## src/rtl/ps2_pkg.sv

```systemverilog
// Shared definitions for the PS/2 host port: controller states, error codes
// and the odd-parity helper used on both the receive and transmit paths.
package ps2_pkg;

  typedef enum logic [2:0] {
    S_IDLE       = 3'd0,
    S_RX         = 3'd1,
    S_TX_INHIBIT = 3'd2,
    S_TX_START   = 3'd3,
    S_TX_BITS    = 3'd4,
    S_TX_ACK     = 3'd5,
    S_TX_RELEASE = 3'd6
  } state_t;

  localparam logic [1:0] ERR_PARITY  = 2'b01;
  localparam logic [1:0] ERR_FRAME   = 2'b10;
  localparam logic [1:0] ERR_TIMEOUT = 2'b11;

  localparam int FRAME_BITS = 11;

  function automatic logic odd_parity(input logic [7:0] d);
    return ~^d;
  endfunction

endpackage

```

## src/rtl/ps2_line_filter.sv

```systemverilog
// Two-flop synchroniser plus a run-length glitch filter for one PS/2 line.
// o_edge pulses for one cycle, the cycle after o_level changes.
module ps2_line_filter #(
  parameter int FILTER_LEN = 8
) (
  input  logic clk,
  input  logic reset,
  input  logic i_line,
  output logic o_level,
  output logic o_edge
);

  localparam int CW = $clog2(FILTER_LEN + 1);

  logic          r_s1;
  logic          r_s2;
  logic          r_filt;
  logic          r_filt_d;
  logic [CW-1:0] r_cnt;

  // Lines idle high, so everything resets to 1 to avoid a spurious edge.
  always_ff @(posedge clk or posedge reset) begin
    if (reset) begin
      r_s1     <= 1'b1;
      r_s2     <= 1'b1;
      r_filt   <= 1'b1;
      r_filt_d <= 1'b1;
      r_cnt    <= '0;
    end else begin
      r_s1     <= i_line;
      r_s2     <= r_s1;
      r_filt_d <= r_filt;
      if (r_s2 == r_filt) begin
        r_cnt <= '0;
      end else if (r_cnt == CW'(FILTER_LEN - 1)) begin
        r_filt <= r_s2;
        r_cnt  <= '0;
      end else begin
        r_cnt <= r_cnt + CW'(1);
      end
    end
  end

  assign o_level = r_filt;
  assign o_edge  = r_filt ^ r_filt_d;

endmodule

```

## src/rtl/ps2_host_port.sv

```systemverilog
// Bidirectional PS/2 host port: deframes device bytes into a show-ahead FIFO
// and sends host command bytes through open-drain clock/data enables.
module ps2_host_port
  import ps2_pkg::*;
#(
  parameter int FILTER_LEN  = 8,
  parameter int FIFO_DEPTH  = 8,
  parameter int INHIBIT_CYC = 5000,
  parameter int TIMEOUT_CYC = 16384
) (
  input  logic       clk,
  input  logic       reset,
  input  logic       ps2_clk,
  input  logic       ps2_data,
  output logic       ps2_clk_oe,
  output logic       ps2_data_oe,
  output logic [7:0] rx_data,
  output logic       rx_valid,
  input  logic       rx_ready,
  output logic       rx_err,
  output logic [1:0] err_code,
  output logic       fifo_ovf,
  input  logic [7:0] tx_data,
  input  logic       tx_valid,
  output logic       tx_ready,
  output logic       tx_done,
  output logic       tx_nack,
  output logic [2:0] dbg_state
);

  localparam int AW = $clog2(FIFO_DEPTH);
  localparam int IW = $clog2(INHIBIT_CYC + 1);
  localparam int TW = $clog2(TIMEOUT_CYC + 1);

  logic w_clk_lvl, w_clk_edge, w_clk_fall;
  logic w_data_lvl, w_data_edge_unused;

  ps2_line_filter #(.FILTER_LEN(FILTER_LEN)) u_clk_filt (
    .clk     (clk),
    .reset   (reset),
    .i_line  (ps2_clk),
    .o_level (w_clk_lvl),
    .o_edge  (w_clk_edge)
  );

  ps2_line_filter #(.FILTER_LEN(FILTER_LEN)) u_data_filt (
    .clk     (clk),
    .reset   (reset),
    .i_line  (ps2_data),
    .o_level (w_data_lvl),
    .o_edge  (w_data_edge_unused)
  );

  assign w_clk_fall = w_clk_edge & ~w_clk_lvl;

  state_t        r_state, w_nxt_state;
  logic [3:0]    r_cnt, w_nxt_cnt;
  logic [7:0]    r_shift, w_nxt_shift;
  logic          r_par, w_nxt_par;
  logic          r_start, w_nxt_start;
  logic [IW-1:0] r_inh, w_nxt_inh;
  logic [TW-1:0] r_to, w_nxt_to;
  logic          r_clk_oe, w_nxt_clk_oe;
  logic          r_data_oe, w_nxt_data_oe;
  logic          r_rx_err, r_ovf, r_tx_done, r_tx_nack;
  logic [1:0]    r_err_code, w_nxt_err_code;
  logic          w_err, w_done, w_nack, w_push_req, w_timeout, w_to_run, w_is_tx;

  logic [7:0]    r_mem [FIFO_DEPTH];
  logic [AW:0]   r_wr_ptr, r_rd_ptr;
  logic          w_empty, w_full, w_push, w_pop, w_ovf;

  // Both rx and tx use valid/ready: a transfer happens on a clock edge where
  // valid and ready are both high; valid must not depend on ready.
  assign w_empty  = (r_wr_ptr == r_rd_ptr);
  assign w_full   = (r_wr_ptr[AW] != r_rd_ptr[AW]) &&
                    (r_wr_ptr[AW-1:0] == r_rd_ptr[AW-1:0]);
  assign w_pop    = rx_ready && !w_empty;
  assign w_push   = w_push_req && (!w_full || w_pop);
  assign w_ovf    = w_push_req && w_full && !w_pop;

  assign w_to_run = (r_state != S_IDLE) && (r_state != S_TX_INHIBIT);
  assign w_is_tx  = (r_state == S_TX_START) || (r_state == S_TX_BITS) ||
                    (r_state == S_TX_ACK);
  assign w_timeout = w_to_run && !w_clk_edge && (r_to == TW'(TIMEOUT_CYC - 1));

  always_comb begin
    w_nxt_state    = r_state;
    w_nxt_cnt      = r_cnt;
    w_nxt_shift    = r_shift;
    w_nxt_par      = r_par;
    w_nxt_start    = r_start;
    w_nxt_inh      = '0;
    w_nxt_clk_oe   = r_clk_oe;
    w_nxt_data_oe  = r_data_oe;
    w_nxt_err_code = r_err_code;
    w_err          = 1'b0;
    w_done         = 1'b0;
    w_nack         = 1'b0;
    w_push_req     = 1'b0;
    w_nxt_to       = (!w_to_run || w_clk_edge) ? '0 : r_to + TW'(1);
    case (r_state)
      S_IDLE: begin
        if (tx_valid) begin
          w_nxt_state  = S_TX_INHIBIT;
          w_nxt_shift  = tx_data;
          w_nxt_par    = odd_parity(tx_data);
          w_nxt_clk_oe = 1'b1;
        end else if (w_clk_fall) begin
          w_nxt_state = S_RX;
          w_nxt_start = w_data_lvl;
          w_nxt_cnt   = 4'd1;
        end
      end
      S_RX: begin
        if (w_clk_fall) begin
          w_nxt_cnt = r_cnt + 4'd1;
          if (r_cnt <= 4'd8) begin
            w_nxt_shift = {w_data_lvl, r_shift[7:1]};
          end else if (r_cnt == 4'd9) begin
            w_nxt_par = w_data_lvl;
          end else if (r_cnt == 4'(FRAME_BITS - 1)) begin
            w_nxt_state = S_IDLE;
            if (r_start || !w_data_lvl) begin
              w_err          = 1'b1;
              w_nxt_err_code = ERR_FRAME;
            end else if (!(^{r_shift, r_par})) begin
              w_err          = 1'b1;
              w_nxt_err_code = ERR_PARITY;
            end else begin
              w_push_req = 1'b1;
            end
          end
        end
      end
      S_TX_INHIBIT: begin
        if (r_inh == IW'(INHIBIT_CYC - 1)) begin
          w_nxt_state   = S_TX_START;
          w_nxt_data_oe = 1'b1;
        end else begin
          w_nxt_inh = r_inh + IW'(1);
        end
      end
      S_TX_START: begin
        w_nxt_state  = S_TX_BITS;
        w_nxt_clk_oe = 1'b0;
        w_nxt_cnt    = 4'd0;
      end
      S_TX_BITS: begin
        if (w_clk_fall) begin
          w_nxt_cnt = r_cnt + 4'd1;
          if (r_cnt <= 4'd7) begin
            w_nxt_data_oe = ~r_shift[r_cnt[2:0]];
          end else if (r_cnt == 4'd8) begin
            w_nxt_data_oe = ~r_par;
          end else begin
            w_nxt_data_oe = 1'b0;
            w_nxt_state   = S_TX_ACK;
          end
        end
      end
      S_TX_ACK: begin
        if (w_clk_fall) begin
          w_nxt_state = S_TX_RELEASE;
          w_done      = !w_data_lvl;
          w_nack      = w_data_lvl;
        end
      end
      S_TX_RELEASE: begin
        if (w_clk_lvl && w_data_lvl) w_nxt_state = S_IDLE;
      end
      default: w_nxt_state = S_IDLE;
    endcase
    // A stalled bus overrides whatever the state was doing this cycle.
    if (w_timeout) begin
      w_nxt_state    = S_TX_RELEASE;
      w_nxt_clk_oe   = 1'b0;
      w_nxt_data_oe  = 1'b0;
      w_err          = 1'b1;
      w_nxt_err_code = ERR_TIMEOUT;
      w_nack         = w_is_tx;
      w_done         = 1'b0;
      w_push_req     = 1'b0;
      w_nxt_to       = '0;
    end
  end

  always_ff @(posedge clk or posedge reset) begin
    if (reset) begin
      r_state    <= S_IDLE;
      r_cnt      <= '0;
      r_shift    <= '0;
      r_par      <= 1'b0;
      r_start    <= 1'b0;
      r_inh      <= '0;
      r_to       <= '0;
      r_clk_oe   <= 1'b0;
      r_data_oe  <= 1'b0;
      r_rx_err   <= 1'b0;
      r_err_code <= 2'b00;
      r_ovf      <= 1'b0;
      r_tx_done  <= 1'b0;
      r_tx_nack  <= 1'b0;
      r_wr_ptr   <= '0;
      r_rd_ptr   <= '0;
    end else begin
      r_state    <= w_nxt_state;
      r_cnt      <= w_nxt_cnt;
      r_shift    <= w_nxt_shift;
      r_par      <= w_nxt_par;
      r_start    <= w_nxt_start;
      r_inh      <= w_nxt_inh;
      r_to       <= w_nxt_to;
      r_clk_oe   <= w_nxt_clk_oe;
      r_data_oe  <= w_nxt_data_oe;
      r_rx_err   <= w_err;
      r_err_code <= w_nxt_err_code;
      r_ovf      <= w_ovf;
      r_tx_done  <= w_done;
      r_tx_nack  <= w_nack;
      if (w_push) r_wr_ptr <= r_wr_ptr + (AW+1)'(1);
      if (w_pop)  r_rd_ptr <= r_rd_ptr + (AW+1)'(1);
    end
  end

  always_ff @(posedge clk) begin
    if (w_push) r_mem[r_wr_ptr[AW-1:0]] <= r_shift;
  end

  assign ps2_clk_oe  = r_clk_oe;
  assign ps2_data_oe = r_data_oe;
  assign rx_data     = w_empty ? 8'h00 : r_mem[r_rd_ptr[AW-1:0]];
  assign rx_valid    = !w_empty;
  assign rx_err      = r_rx_err;
  assign err_code    = r_err_code;
  assign fifo_ovf    = r_ovf;
  assign tx_ready    = (r_state == S_IDLE);
  assign tx_done     = r_tx_done;
  assign tx_nack     = r_tx_nack;
  assign dbg_state   = r_state;

endmodule

```

## config.mk

```make
export PLATFORM = sky130hd
export DESIGN_NAME = ps2_host_port
export DESIGN_NICKNAME = d
export VERILOG_FILES = /design/src/rtl/ps2_pkg.sv /design/src/rtl/ps2_line_filter.sv /design/src/rtl/ps2_host_port.sv
export SDC_FILE = /design/constraint.sdc
export NUM_CORES = 1
export LEC_CHECK = 0
export BUFFER_PORTS_ARGS = -buffer_cell sky130_fd_sc_hd__buf_2
export CORE_MARGIN = 4
export CORE_UTILIZATION = 55
export CTS_CLUSTER_SIZE = 10
export DETAILED_ROUTE_END_ITERATION = 10
export GPL_ROUTABILITY_DRIVEN = 0
export PLACE_DENSITY = 0.76
export SYNTH_ARGS = -nofsm -noshare
export SYNTH_HDL_FRONTEND = slang
export SYNTH_SLANG_ARGS = --single-unit
```

## constraint.sdc

```tcl
create_clock -name clk -period 2.8 [get_ports clk]
set_input_delay 0.56 -clock clk [delete_from_list [all_inputs] [get_ports clk]]
set_output_delay 0.56 -clock clk [all_outputs]
set_load 0.01 [all_outputs]
```

==> impl_metrics.yaml <==
timing:
  fin_crit_ns: 2.615
  worst_pin_slew_ns: 0.5769
  rsz0062_at_grt: "no"
  max_slew_margin: 0.6119
  setup_viol: 0
  final_max_slew_viol_count: 0
  hold_viol: 0
  fmax_mhz: 382.4
  fin_worst_skew_ns: 0.004809
  period_share: 0.9339
  setup_tns_ns: 0
yosys:
  synth-seq-cells: 140
  yosys.area_share.simple: 0.1427
  synth-edff-count: 64
  yosys_warnings: 0
  synth_compound_area_frac: 0.05266
  synth_cell_types: 60
  synth_area_per_cell_sq_um: 12.69
  syn_nets: 541
  syn_inst: 515
  synth_flop_cell: "dfrtp_1"
  seq_area_frac_synth: 0.5866
  async_flop_share: 0.5429
  yosys.area_share.adder: 0.02298
  synth_top_family_by_area: "simple AND/OR/NAND/NOR gates"
  synth_area_sq_mm: 0.006534
  synth_mux_area_frac: 0.1047
  synthXorXnorAreaFrac: 0.06875
clock_network:
  clockRootBuffer: "clkbuf_16"
  clk_path_buf_depth: 2
  hold_buffers: 0
  cts_setup_buffers: 0
  numCtsBuffers: 17
  clk-insertion-delay-late_ns: 0.43
  cts_htree_levels: 4
  tritoncts: "yes"
  cts_resized: 0
  path_clk_slew_ns: 0.06
  cts_sinks: 140
pwr:
  p_per_area_mw_per_mm2: 994.6
  ir_drop_mv: 0.6029
  p_leak_nw: 3.093
critical_path:
  cp_num_buf_inv: 2
  crit_family: "multiplexers"
  path_depth: 5
  cpPeakStageDelay_ns: 0.59
  endpoint_kind: "primary output"
  rr_endpoint: "r_mem[5][6]$_DFFE_PP_"
  startpoint_type: "flip-flop"
  reg2reg_from: "r_cnt[0]$_DFFE_PP0P_"
  crit_slowest_cell: "mux4_2"
  rrSetupSlack_ns: 0.29
  r2r.worst_path.cells: 7
  crit_start: "r_rd_ptr[0]$_DFFE_PP0P_"
  crit_fanout: 20
  endpoint: "rx_data[7]"
  arrival_ns: 2.05
  cp_data_required_time_ns: 2.24
  path_class: "reg2out"
  crit_chain: "buf_4, mux4_2, mux2i_1, nor2_1, buf_2"
routing:
  vias: 4310
  via_per_inst: 5.864
  routedWlPerCell_um: 18.54
  drt_iter0_drc: 291
  firstDrtPassIters: 5
  drt-total-wl_um: 13630
  antenna_left: 0
  drc_errors: 0
layout:
  final_cell_mix: "69 x dfrtp_1, 64 x edfxtp_1, 53 x nor2_1"
  area_delta_synth_final_pct: 16.64
  drive_gt1_frac: 0.2365
  num_antenna_cells: 0
  postLayoutCoreUtil: 0.6618
  final_nets: 605
  layout_commonest_cell: "dfrtp_1"
global_route:
  grt_overflow_total: 0
  grt_pass1_wl_um: 22320
  grt_use_total: 0.2193
  antenna_found_initial: 0
  first_global_vias: 4345
  grt_max_degree: 30
placement:
  io_buffers: 34
  dp_hpwl_um: 9271
outcome:
  outcome: "finished clean"
floorplanning:
  start_util: 0.5674
  core.rowCount: 39
  die_area_sq_mm: 0.01369
  boundaryPins: 35
  dieWidth_um: 117.0
  core_area_sq_mm: 0.01152
  die_h_um: 117.0
flow_run:
  cap_violations: 0
hold_path:
  hold_class: "in2async"
cells by family (layout without fill, tap and decap cells):
family	count (synthesis)	after routing
AO/OA/AOI/OAI	56	56
buffers and inverters	36	113
multiplexers	43	43
adder cells (fa/ha/maj)	12	12
XOR/XNOR	48	48
flip-flops	140	140
AND/OR/NAND/NOR	180	180
stage by stage:
stage	cells	hold WS [ns]	worst slack [ns]	cell area (sq um)	total power [mW]
5_1_grt	735	0.2136	0.03016	7621	8.022
3_5_place_dp	703	0.3503	0.3223	7034	5.393
6_report	735	0.1941	0.1850	7621	7.580
2_1_floorplan	515	0.3452	-0.2057	6534	4.574
4_1_cts	735	0.1995	0.1274	7621	7.625
3_3_place_gp	703	0.3473	0.4151	7034	5.264
final cells by class:
class,count,area (sq um)
Tap cell,143,178.9
Multi-Input combinational cell,339,2560
Inverter,16,60.06
Sequential cell,140,3832
Fill cell,841,3895
Clock buffer,17,425.4
Timing Repair Buffer,65,402.9
Clock inverter,15,161.4
state kept, by name (all words and copies together), names as in the netlist, 4 cells and up:
register	count
u_data_filt.r_cnt	4
r_shift	8
r_rd_ptr	4
r_wr_ptr	4
r_mem	64
r_inh	13
r_to	15
r_cnt	4
u_clk_filt.r_cnt	4
worst min path at each step:
stage,start,endpoint,cells past startpoint
5_1_grt,ps2_clk,u_clk_filt.r_s1$_DFF_PP1_,1
2_1_floorplan,u_clk_filt.r_s1$_DFF_PP1_,u_clk_filt.r_s2$_DFF_PP1_,0
3_3_place_gp,u_data_filt.r_s1$_DFF_PP1_,u_data_filt.r_s2$_DFF_PP1_,0
6_report,reset,u_clk_filt.r_cnt[3]$_DFF_PP0_,2
4_1_cts,reset,r_rd_ptr[0]$_DFFE_PP0P_,2
3_5_place_dp,u_data_filt.r_s1$_DFF_PP1_,u_data_filt.r_s2$_DFF_PP1_,0
Yosys cell counts (7+ instances only):
cell	count	area, sq um
o21ai_0	23	115.1
xnor2_1	27	236.5
dfrtp_1	69	1727
mux2i_1	17	170.2
nand2_1	31	116.4
xor2_1	19	166.4
clkbuf_1	11	41.29
a21oi_1	12	60.06
mux4_2	17	382.9
nand3_1	26	130.1
inv_1	16	60.06
edfxtp_1	64	1922
dfstp_2	7	183.9
nor3_1	17	85.08
nor2_1	53	198.9
ha_1	12	150.1
power breakdown:
part / switching [mW] / internal [mW]
combinational: 1.51 / 1.17
clock: 0.895 / 1.32
sequential: 0.175 / 2.51
total: 2.58 / 5.00
per-layer routing:
metal / share of wire / vias to the layer above / track usage
met3: 0.061 / 20 / 0.05501
met1: 0.42 / 2131 / 0.2882
met2: 0.50 / 152 / 0.3576
met5: 0 / - / 0
li1: - / 2007 / -
met4: 0.019 / 0 / 0.07951
Power figures use the tool's default switching activity.
